## config.mk

```make
export PLATFORM = sky130hd
export DESIGN_NAME = cp0_regs_flat
export DESIGN_NICKNAME = d
export VERILOG_FILES = /design/src/rtl/cp0_regs_pkg.sv /design/src/rtl/cp0_regs_if.sv /design/src/rtl/cp0_regs_timer.sv /design/src/rtl/cp0_regs.sv /design/src/flat_wrapper.sv
export SDC_FILE = /design/constraint.sdc
export NUM_CORES = 1
export LEC_CHECK = 0
export CAP_MARGIN = 20
export CORE_MARGIN = 4
export CORE_UTILIZATION = 38
export DETAILED_ROUTE_END_ITERATION = 10
export PLACE_DENSITY = 0.92
export SLEW_MARGIN = 20
export SYNTH_ARGS = -nofsm -noshare
export SYNTH_HDL_FRONTEND = slang
export SYNTH_SLANG_ARGS = --single-unit
```

## constraint.sdc

```tcl
create_clock -name clk -period 2.1 [get_ports clk]
set_input_delay 0.42 -clock clk [delete_from_list [all_inputs] [get_ports clk]]
set_output_delay 0.42 -clock clk [all_outputs]
set_load 0.05 [all_outputs]
```

## src/rtl/cp0_regs_pkg.sv

```systemverilog
// Shared CP0 definitions: register numbers, SR/Cause field positions, exception codes.
// Used by the CP0 register file and by the M-stage exception classifier.
package cp0_defs;

    localparam logic [4:0] REG_COUNT   = 5'd9;
    localparam logic [4:0] REG_COMPARE = 5'd11;
    localparam logic [4:0] REG_SR      = 5'd12;
    localparam logic [4:0] REG_CAUSE   = 5'd13;
    localparam logic [4:0] REG_EPC     = 5'd14;
    localparam logic [4:0] REG_PRID    = 5'd15;

    localparam int SR_IM_HI     = 15;
    localparam int SR_IM_LO     = 10;
    localparam int SR_EXL       = 1;
    localparam int SR_IE        = 0;
    localparam int CAUSE_BD     = 31;
    localparam int CAUSE_IP_HI  = 15;
    localparam int CAUSE_IP_LO  = 10;
    localparam int CAUSE_EXC_HI = 6;
    localparam int CAUSE_EXC_LO = 2;

    typedef enum logic [4:0] {
        EXC_INT  = 5'd0,
        EXC_ADEL = 5'd4,
        EXC_ADES = 5'd5,
        EXC_RI   = 5'd10,
        EXC_OV   = 5'd12
    } exc_code_e;

    // Restart address: a delay-slot instruction restarts at its branch (modulo 2^32).
    function automatic logic [31:0] epc_of(input logic [31:0] pc, input logic bd);
        logic [31:0] base;
        base = pc & 32'hFFFF_FFFC;
        return bd ? base - 32'd4 : base;
    endfunction

endpackage

```

## src/rtl/cp0_regs_if.sv

```systemverilog
// CP0 access bus: mfc0/mtc0, exception entry/eret and the SR/EPC/vector feedback.
// Carries timer_int only when CP0_TIMER_EN is defined.
interface cp0_regs_if;
    logic [4:0]  rd_addr;
    logic [4:0]  wr_addr;
    logic [31:0] wr_data;
    logic        wr_en;
    logic [31:0] pc;
    logic        bd;
    logic [4:0]  exc_code;
    logic        exc_req;
    logic [5:0]  hwint;
    logic        eret;
    logic [31:0] rd_data;
    logic [31:0] sr;
    logic [31:0] epc;
    logic [31:0] vec_pc;
    logic        exl;
`ifdef CP0_TIMER_EN
    logic        timer_int;
`endif

    modport master (
        output rd_addr, wr_addr, wr_data, wr_en, pc, bd, exc_code, exc_req, hwint, eret,
        input  rd_data, sr, epc, vec_pc, exl
`ifdef CP0_TIMER_EN
        , input timer_int
`endif
    );

    modport slave (
        input  rd_addr, wr_addr, wr_data, wr_en, pc, bd, exc_code, exc_req, hwint, eret,
        output rd_data, sr, epc, vec_pc, exl
`ifdef CP0_TIMER_EN
        , output timer_int
`endif
    );
endinterface

```

## src/rtl/cp0_regs_timer.sv

```systemverilog
// Count/Compare timer with sticky pending flag; only built when CP0_TIMER_EN is defined.
`ifdef CP0_TIMER_EN
module cp0_timer
    import cp0_defs::*;
(
    input  logic        clk,
    input  logic        reset,
    input  logic        wr_en,
    input  logic [4:0]  wr_addr,
    input  logic [31:0] wr_data,
    output logic [31:0] count,
    output logic [31:0] compare,
    output logic        pending
);
    logic wr_count;
    logic wr_compare;

    assign wr_count   = wr_en && (wr_addr == REG_COUNT);
    assign wr_compare = wr_en && (wr_addr == REG_COMPARE);

    always_ff @(posedge clk or posedge reset) begin
        if (reset) begin
            count   <= '0;
            compare <= '0;
            pending <= 1'b0;
        end else begin
            count <= wr_count ? wr_data : count + 32'd1;
            if (wr_compare)
                compare <= wr_data;
            // Acknowledging via Compare wins over a coincident match.
            if (wr_compare)
                pending <= 1'b0;
            else if ((count == compare) && (compare != 32'd0))
                pending <= 1'b1;
        end
    end
endmodule
`endif

```

## src/rtl/cp0_regs.sv

```systemverilog
// CP0 register file (SR, Cause, EPC, PRId): exception capture, eret, mtc0/mfc0.
// Define CP0_TIMER_EN to add Count/Compare and the timer_int output.
module cp0_regs
    import cp0_defs::*;
#(
    parameter logic [31:0] PRID       = 32'h0000_4C58,
    parameter logic [31:0] EXC_VECTOR = 32'h0000_4180
) (
    input logic       clk,
    input logic       reset,
    cp0_regs_if.slave bus
);
    logic [5:0]  sr_im;
    logic        sr_exl;
    logic        sr_ie;
    logic        cause_bd;
    logic [5:0]  cause_ip;
    logic [4:0]  cause_exc;
    logic [31:0] epc_q;
    logic [31:0] sr_word;
    logic [31:0] cause_word;
    logic        mtc0_ok;
    logic        ip5;

    // A squashed (excepting) instruction must not commit its mtc0.
    assign mtc0_ok = bus.wr_en && !bus.exc_req;

`ifdef CP0_TIMER_EN
    logic [31:0] count;
    logic [31:0] compare;
    logic        timer_pending;

    cp0_timer u_timer (
        .clk     (clk),
        .reset   (reset),
        .wr_en   (mtc0_ok),
        .wr_addr (bus.wr_addr),
        .wr_data (bus.wr_data),
        .count   (count),
        .compare (compare),
        .pending (timer_pending)
    );

    assign ip5           = bus.hwint[5] | timer_pending;
    assign bus.timer_int = timer_pending;
`else
    assign ip5 = bus.hwint[5];
`endif

    always_ff @(posedge clk or posedge reset) begin
        if (reset) begin
            sr_im     <= '0;
            sr_exl    <= 1'b0;
            sr_ie     <= 1'b0;
            cause_bd  <= 1'b0;
            cause_ip  <= '0;
            cause_exc <= '0;
            epc_q     <= '0;
        end else begin
            cause_ip <= {ip5, bus.hwint[4:0]};
            if (bus.exc_req) begin
                sr_exl    <= 1'b1;
                cause_bd  <= bus.bd;
                cause_exc <= bus.exc_code;
                epc_q     <= epc_of(bus.pc, bus.bd);
            end else begin
                if (mtc0_ok && (bus.wr_addr == REG_SR)) begin
                    sr_im  <= bus.wr_data[SR_IM_HI:SR_IM_LO];
                    sr_ie  <= bus.wr_data[SR_IE];
                    sr_exl <= bus.wr_data[SR_EXL] & ~bus.eret;
                end else if (bus.eret) begin
                    sr_exl <= 1'b0;
                end
                if (mtc0_ok && (bus.wr_addr == REG_EPC))
                    epc_q <= {bus.wr_data[31:2], 2'b00};
            end
        end
    end

    always_comb begin
        sr_word                            = '0;
        sr_word[SR_IM_HI:SR_IM_LO]         = sr_im;
        sr_word[SR_EXL]                    = sr_exl;
        sr_word[SR_IE]                     = sr_ie;
        cause_word                         = '0;
        cause_word[CAUSE_BD]               = cause_bd;
        cause_word[CAUSE_IP_HI:CAUSE_IP_LO] = cause_ip;
        cause_word[CAUSE_EXC_HI:CAUSE_EXC_LO] = cause_exc;
    end

    always_comb begin
        bus.rd_data = '0;
        case (bus.rd_addr)
            REG_SR:      bus.rd_data = sr_word;
            REG_CAUSE:   bus.rd_data = cause_word;
            REG_EPC:     bus.rd_data = epc_q;
            REG_PRID:    bus.rd_data = PRID;
`ifdef CP0_TIMER_EN
            REG_COUNT:   bus.rd_data = count;
            REG_COMPARE: bus.rd_data = compare;
`endif
            default:     bus.rd_data = '0;
        endcase
    end

    assign bus.sr     = sr_word;
    assign bus.epc    = epc_q;
    assign bus.vec_pc = EXC_VECTOR;
    assign bus.exl    = sr_exl;
endmodule
```

## src/flat_wrapper.sv

```systemverilog
// flat-port wrapper written by rule: the top's interface ports become plain ports
module cp0_regs_flat import cp0_defs::*;
#(
    parameter logic [31:0] PRID       = 32'h0000_4C58,
    parameter logic [31:0] EXC_VECTOR = 32'h0000_4180
)
  (clk, reset, bus_rd_addr, bus_wr_addr, bus_wr_data, bus_wr_en, bus_pc, bus_bd, bus_exc_code, bus_exc_req, bus_hwint, bus_eret, bus_rd_data, bus_sr, bus_epc, bus_vec_pc, bus_exl);
  cp0_regs_if bus_i ();
  input logic clk;
  input logic reset;
  input wire logic [$bits(bus_i.rd_addr)-1:0] bus_rd_addr;
  input wire logic [$bits(bus_i.wr_addr)-1:0] bus_wr_addr;
  input wire logic [$bits(bus_i.wr_data)-1:0] bus_wr_data;
  input wire logic [$bits(bus_i.wr_en)-1:0] bus_wr_en;
  input wire logic [$bits(bus_i.pc)-1:0] bus_pc;
  input wire logic [$bits(bus_i.bd)-1:0] bus_bd;
  input wire logic [$bits(bus_i.exc_code)-1:0] bus_exc_code;
  input wire logic [$bits(bus_i.exc_req)-1:0] bus_exc_req;
  input wire logic [$bits(bus_i.hwint)-1:0] bus_hwint;
  input wire logic [$bits(bus_i.eret)-1:0] bus_eret;
  output wire logic [$bits(bus_i.rd_data)-1:0] bus_rd_data;
  output wire logic [$bits(bus_i.sr)-1:0] bus_sr;
  output wire logic [$bits(bus_i.epc)-1:0] bus_epc;
  output wire logic [$bits(bus_i.vec_pc)-1:0] bus_vec_pc;
  output wire logic [$bits(bus_i.exl)-1:0] bus_exl;
  assign bus_i.rd_addr = bus_rd_addr;
  assign bus_i.wr_addr = bus_wr_addr;
  assign bus_i.wr_data = bus_wr_data;
  assign bus_i.wr_en = bus_wr_en;
  assign bus_i.pc = bus_pc;
  assign bus_i.bd = bus_bd;
  assign bus_i.exc_code = bus_exc_code;
  assign bus_i.exc_req = bus_exc_req;
  assign bus_i.hwint = bus_hwint;
  assign bus_i.eret = bus_eret;
  assign bus_rd_data = bus_i.rd_data;
  assign bus_sr = bus_i.sr;
  assign bus_epc = bus_i.epc;
  assign bus_vec_pc = bus_i.vec_pc;
  assign bus_exl = bus_i.exl;
  cp0_regs #(.PRID(PRID), .EXC_VECTOR(EXC_VECTOR)) u_core (.clk(clk), .reset(reset), .bus(bus_i));
endmodule
```

-- Word-level counts from Yosys, hierarchy flattened
Index checks and enable logic that the tools add are counted.
- output and inout port bits: 129
- bits in registers: 52
- word-level logic and storage cells: 31
- bitwise operators: 3
- equality and inequality tests: 6
- add/subtract/negate cells: 1
- reductions and logical operators: 7
- multiplexer cells: 7
- operators with widths (kind ; count):
    one-hot mux 32 bit (4 select lines) ; 1
    2-to-1 mux 32 bit ; 3
    subtractor 32 x 3 -> 32 bit, second input constant ; 1
    == test 5 x 4 -> 1 bit, second input constant ; 6
    logical AND 1 bit ; 3
    2-to-1 mux 1 bit ; 3
    nonzero test 3 bit ; 1
    inverter 1 bit ; 2
    AND reduction 2 bit ; 1
    nonzero test 2 bit ; 1
    bitwise AND 1 bit ; 1
    zero test 1 bit ; 1

-- Logic depth before layout (Yosys ltp)
Gate-level depths: netlist (run 1).
- word-level depth: 5
- gate-level depth with buffers: 7
- gate-level depth less buffers: 6

-- Worst setup path before layout (run 1)
OpenSTA, ideal clock, no wires.
- kind: input to output
- start point: input port bus_rd_addr[1]
- end point: output port bus_rd_data[0]
- data required time: 1.680 ns
- data arrival time: 2.506 ns
- cell stages on the path: 3
- buffers on the path: 2
- path slack: -0.826 ns
- cells stage by stage: clkbuf_1 > clkbuf_1 > nor4b_1
- longest elaborated chain between the ends: 2
- elaborated cells between the ends (all ways): 5
- classes of those cells: eq/ne: 4; mux: 1
- RTL lines (what ; line ; text):
    from (decl) ; flat_wrapper.sv:11 ; input wire logic [$bits(bus_i.rd_addr)-1:0] bus_rd_addr;
    == test 5 x 4 -> 1 bit ; cp0_regs.sv:93 ; case (bus.rd_addr)
    one-hot mux 32 bit (4 select lines) (*) ; cp0_regs.sv:93 ;
    to (decl) ; flat_wrapper.sv:21 ; output wire logic [$bits(bus_i.rd_data)-1:0] bus_rd_data;
Mark *: on every way between the ends. The rest lies on a longest branch, timed or not.

-- Final worst setup path (run 1)
- start point: input port bus_pc[17]
- end point: register u_core.epc_q[25], in the netlist u_core.bus.epc[25]
- longest elaborated chain between the ends: 3
- RTL lines (what ; line ; text):
    from (decl) ; flat_wrapper.sv:15 ; input wire logic [$bits(bus_i.pc)-1:0] bus_pc;
    subtractor 32 x 3 -> 32 bit ; cp0_regs_pkg.sv:34 ; return bd ? base - 32'd4 : base;
    2-to-1 mux 32 bit ; cp0_regs_pkg.sv:34 ;
    2-to-1 mux 32 bit ; cp0_regs.sv:61 ; if (bus.exc_req) begin
    to (signal assigned) ; cp0_regs.sv:65 ; epc_q <= epc_of(bus.pc, bus.bd);
    to (signal assigned) ; cp0_regs.sv:75 ; epc_q <= {bus.wr_data[31:2], 2'b00};
    to (decl) ; cp0_regs.sv:19 ; logic [31:0] epc_q;
No other way between the ends.
A chain may end at the register's enable or synchronous reset.

==> results of run 1 <==
-- what timing repair did --
item / in CTS / in global routing
gates resized for setup: 92 / 10
setup buffers: 5 / 2
pin swaps: 26 / 10
gates cloned: 5 / 0
setup endpoints to repair: 50 / 25
-- worst max path at each step --
| stage | endpoint | slack, ps | depth (start not counted) |
|---|---|---|---|
| final | u_core.bus.epc[25] | -30 | 5 |
| after global routing | u_core.bus.epc[25] | -60 | 5 |
| after CTS | u_core.bus.epc[27] | -20 | 5 |
| after detailed placement | u_core.bus.epc[28] | -790 | 5 |
| after global placement | u_core.bus.epc[22] | -720 | 6 |
| after floorplan | u_core.bus.epc[27] | -250 | 5 |
-- cells by family (layout without fill, tap and decap cells) --
family                     Yosys count  after routing  share of synthesized area (%)
AOI/OAI and AO/OA                   93             93                          17.23
xor gates and xnor gates            10             10                          2.452
adders and majority gates            1              1                         0.3502
buffers and inverters               90            248                          16.01
DFF                                 50             50                          35.03
muxes                               20             20                          6.060
other                                2             58                         0.2102
and+or+nand+nor                    131            132                          22.66
-- layout by cell type (no fill, tap or decap), types with 3 or more instances in the layout --
master / netlist / final
clkdlybuf4s50_1: 0 / 103
buf_4: 60 / 67
conb_1: 2 / 58
dfrtp_1: 50 / 50
buf_12: 0 / 35
a211oi_1: 30 / 30
and3_1: 27 / 27
a31oi_1: 19 / 19
and2_4: 0 / 18
o31ai_1: 15 / 14
mux2_2: 13 / 13
nand2_1: 12 / 12
or4_1: 17 / 12
nor2_1: 15 / 11
a21oi_1: 14 / 11
dlygate4sd2_1: 0 / 11
o21ai_0: 10 / 10
buf_6: 1 / 9
or4_4: 2 / 8
mux2i_1: 7 / 7
xor2_1: 7 / 7
buf_2: 1 / 7
or3_1: 6 / 5
clkbuf_8: 0 / 5
nor2_2: 0 / 4
clkdlybuf4s15_1: 0 / 4
xnor2_1: 3 / 3
nor2b_1: 6 / 3
a21oi_4: 0 / 3
a22oi_1: 3 / 3
-- report_power, final --
part / total, mW / internal [mW] / switching, mW
registers: 1.13 / 1.05 / 0.0795
logic: 1.32 / 0.487 / 0.830
clock network: 0.564 / 0.235 / 0.330
-- sequential cells by signal, indices dropped and copies added (netlist names) --
register / count
u_core.bus.epc: 30
u_core.cause_ip: 6
u_core.sr_im: 6
u_core.cause_exc: 5
u_core.bus.exl: 1
u_core.cause_bd: 1
u_core.sr_ie: 1
-- per-layer routing --
metal  global-route usage [%]  share of wire (%)
met1                    26.38                 35
met2                    42.90                 54
met4                    9.372                2.5
met5                        0                  0
met3                    4.756                7.9
-- critical path: stages --
cell and delay, ps:
buf_6 90, or4_4 560, or4_4 570, or4_1 550
a31oi_1 170
-- area by class of cell --
cell class / count / area [um2] / share of cell area (%)
Sequential cell: 50 / 1251 / 20.08
Clock buffer: 5 / 68.82 / 1.105
Inverter: 3 / 11.26 / 0.1808
Clock inverter: 3 / 21.27 / 0.3414
Tap cell: 111 / 138.9 / 2.229
Timing Repair Buffer: 237 / 2512 / 40.33
Multi-Input combinational cell: 314 / 2226 / 35.73
==> qor.yml, run 1 <==
status: "complete, but fails checks"
violations: "negative setup slack"
hold_class: "input port to async pin"
grt_max_degree: 68
cts-hold-fix-buffers: 0
drc: 0
avgSynthCellArea_um2: 8.998
die_x_um: 105.0
path_class: "input port to flip-flop"
path_clk_slew_ps: 100
ant_nets: 0
r2r-end: "u_core.bus.epc[31]"
syn_to_final_growth_pct: 74.40
yosys_most_used_dff: "dfrtp_1"
io_buffers: 159
layout.cells.non_filler: 723
regToRegSetupSlack_ps: 1140
tns_ps: -64.28
ys_seq_area_share_pct: 35.03
ys_top_cells_by_area: "dfrtp_1, buf_4, a211oi_1, and3_1, mux2_2"
synth_edf_count: 0
clock_sinks: 50
grt_pass1_vias: 4092
slew_violations: 0
drive_gt1_share_pct: 31.86
synthTopCellsByCount: "buf_4, dfrtp_1, a211oi_1"
power.density_nw_per_um2: 484.1
cts_root_buf: "clkbuf_8"
dieArea_um2: 11020
first_iter_violations: 193
ir_drop_mv: 0.2486
die_y_um: 105.0
worstPathArrival_ps: 2360
leakagePower_nw: 2.704
design_area_um2: 6230
yosysMostFrequentCell: "buf_4"
power.total_mw: 3.016
setup_ws_ps: -28.78
ys_async_sr_fraction_pct: 100.0
synth_cell_types: 43
start_util_pct: 38.84
worst_r2r_path_depth: 2
tritoncts: "yes"
post_drt_via_cell_ratio: 5.387
reg2reg_from: "u_core.bus.epc[31]"
setup.worst_path.start: "bus_pc[17]"
grt_pass1_wl_um: 20830
worst-endpoint-required_ps: 2340
max_slew_margin_pct: 53.88
place_area_um2: 5918
gp_congestion: 0.8468
io_pins: 220
cap_violations: 0
insertion_delay_ps: 300
final_util_pct: 67.74
synth-seq-cells: 50
hpwl_um: 10020
synthDominantCellAreaShare_pct: 35.03
ys_warn_count: 0
diodes: 0
final_nets: 703
fill_cells: 684
num_vias: 3895
tightest_slew_ps: 691.9
synth_area_um2: 3572
cts_buffer_depth: 2
hold_ws_ps: 475.7
synth.largest_area_cell: "dfrtp_1"
finalCritPeriodShare_pct: 101.4
cts_inserted_buffers: 5
start_kind: "input port"
crit_path_end_kind: "flip-flop"
gr-total-overflow: 0
syn_inst: 397
num_rows: 35
grtUsageTotal_pct: 23.42
hold_viol: 0
htreeDepth: 2
path_max_fanout: 8
dp_slack_ps: -788.0
fmax_ghz: 0.4698
rsz0062_at_grt: "true"
coreArea_um2: 9196
wl_um: 13340
min_period_ps: 2129
avgRoutedWirePerCell_um: 18.45
dp.cells: 703
antenna_found_initial: 0
skew_ps: 0
first_pass_iters: 5
setup_viol: 4
Power figures use the tool's default switching activity.
==> inputs of run 2 (changes only) <==
--- a/config.mk
+++ b/config.mk
@@ -10,7 +10,6 @@
 export CORE_UTILIZATION = 38
 export DETAILED_ROUTE_END_ITERATION = 10
 export PLACE_DENSITY = 0.92
-export SLEW_MARGIN = 20
 export SYNTH_ARGS = -nofsm -noshare
 export SYNTH_HDL_FRONTEND = slang
 export SYNTH_SLANG_ARGS = --single-unit
==> results of run 2 <==
The final DEF is identical to that of run 1; final timing and power are the same.
==> edit, RTL diff (flow settings as in run 1) <==
`PRID` is set to 32'h0000_4C58 in 2 places; all go to 32'h00004000.
--- a/src/rtl/cp0_regs.sv
+++ b/src/rtl/cp0_regs.sv
@@ -3,7 +3,7 @@
 module cp0_regs
     import cp0_defs::*;
 #(
-    parameter logic [31:0] PRID       = 32'h0000_4C58,
+    parameter logic [31:0] PRID       = 32'h00004000,
     parameter logic [31:0] EXC_VECTOR = 32'h0000_4180
 ) (
     input logic       clk,
--- a/src/flat_wrapper.sv
+++ b/src/flat_wrapper.sv
@@ -1,7 +1,7 @@
 // flat-port wrapper written by rule: the top's interface ports become plain ports
 module cp0_regs_flat import cp0_defs::*;
 #(
-    parameter logic [31:0] PRID       = 32'h0000_4C58,
+    parameter logic [31:0] PRID       = 32'h00004000,
     parameter logic [31:0] EXC_VECTOR = 32'h0000_4180
 )
   (clk, reset, bus_rd_addr, bus_wr_addr, bus_wr_data, bus_wr_en, bus_pc, bus_bd, bus_exc_code, bus_exc_req, bus_hwint, bus_eret, bus_rd_data, bus_sr, bus_epc, bus_vec_pc, bus_exl);
Function: changed (Yosys sat finds a counterexample within 4 cycles, from zero or initial values and one cycle with reset high).
==> edit against run 1 <==
- the run still ends with negative setup slack left
- critical path depth is 1 higher
- worst setup slack got worse by 120 ps
- total power rose by 7.7%
- combinational power increased by 4%
- sequential cell count unchanged
- non-clock buffer count is 2 higher
- final cell count grew 4.3%
- synthesized area up 2.5%
- routed wire length rose by 21%
- final area rose by 5.3%
- register-to-register slack lost 80 ps
- count of clock-buffer cells in the layout unchanged
==> edit: results (changes against run 1) <==
[run_status]
status = complete, but fails checks
violations = negative setup slack

[final_layout]
nets = 715  ; +1.7%
area_growth_syn_to_layout_pct = 79.3
inv_count = 5  ; +2
drive_above_1_share_pct = 35.1  ; +3.2 points
multi_input_area_share_pct = 36.6  ; +0.84 points
nFillCells = 619  ; -9.5%
buf_share_pct = 39.8  ; -0.52 points
diodes = 1  ; +1

[timing]
setup_viol = 14  ; +10
tns_ps = -1140  ; -1070 ps
relSlewSlack_pct = 50.3  ; -3.6 points
setup_slack_ps = -148  ; -119 ps
holdWs_ps = 471  ; -4.35 ps

[setup_path]
cp-endpoint = u_core.bus.epc[30]
rrSetupSlack_ps = 1060  ; -80 ps
reg2reg_from = u_core.bus.epc[30]
cp_max_fo = 7  ; -1
arrival_ps = 2480  ; +120 ps

[power]
peakVddDrop_v = 0.000362  ; +46%
p_per_area_nw_per_um2 = 495  ; +2.2%

[global_routing]
grt_pass1_wl_mm = 23.1  ; +11%
grt_max_degree = 71  ; +4.4%
grt_pass1_vias = 4245  ; +3.7%

[place]
placed_cell_area_um2 = 5970  ; +0.89%
place_ws_ps = -844  ; -55.5 ps
dpl.hpwl_mm = 10.6  ; +6.2%

[cts]
ctsResizeCount = 120  ; +30%

[synth]
synthDistinctLibCells = 41  ; -4.7%
yosysSeqAreaShare_pct = 34.2  ; -0.85 points

[drt]
num_vias = 4263  ; +9.4%
firstDrtPassIters = 4  ; -1

==> edit: cells by family (layout without fill, tap and decap cells) <==
logic type               Yosys count  in the layout  share of synthesized area (%)
adder cells (fa/ha/maj)            1              1                          0.342
other                              2             59                          0.205
buffers and inverters             98            252                           16.5
flip-flops                        50             50                           34.2
XOR/XNOR                           9              9                           2.15
AO/OA/AOI/OAI                     88             88                           16.3
AND/OR/NAND/NOR                  143            144                           23.9
multiplexers                      22             22                           6.46
==> edit: worst min-delay path by stage <==
stage                                    from             endpoint  depth (start not counted)
after floorplan                  bus_hwint[0]   u_core.cause_ip[0]                          0
after global placement    u_core.cause_exc[0]  u_core.cause_exc[0]                          1
after detailed placement  u_core.cause_exc[2]  u_core.cause_exc[2]                          1
after CTS                          bus_pc[12]   u_core.bus.epc[12]                          3
after global routing               bus_pc[12]   u_core.bus.epc[13]                          3
final                              bus_pc[12]   u_core.bus.epc[13]                          3
==> edit: report_power, final <==
| group | switching [mW] | total, mW | internal (mW) |
|---|---|---|---|
| registers | 0.0861 | 1.14 | 1.05 |
| clock network | 0.376 | 0.741 | 0.365 |
| logic | 0.867 | 1.37 | 0.499 |
| total | 1.33 | 3.25 | 1.92 |
==> edit: routing by layer <==
layer | wire, um | up-vias | GRT usage (%) | share of wire, %
li1 | - | 1824 | - | -
met1 | 5670 | 2038 | 29.9 | 35
met2 | 8020 | 314 | 45.5 | 50
met3 | 1290 | 87 | 4.13 | 8.0
met4 | 1100 | 0 | 13.1 | 6.8
met5 | 0 | - | 0 | 0
==> edit: critical path: stages <==
cell	delay (ps)
buf_6	90
or4_4	540
buf_6	140
or4_4	570
or4_4	540
a31oi_4	170
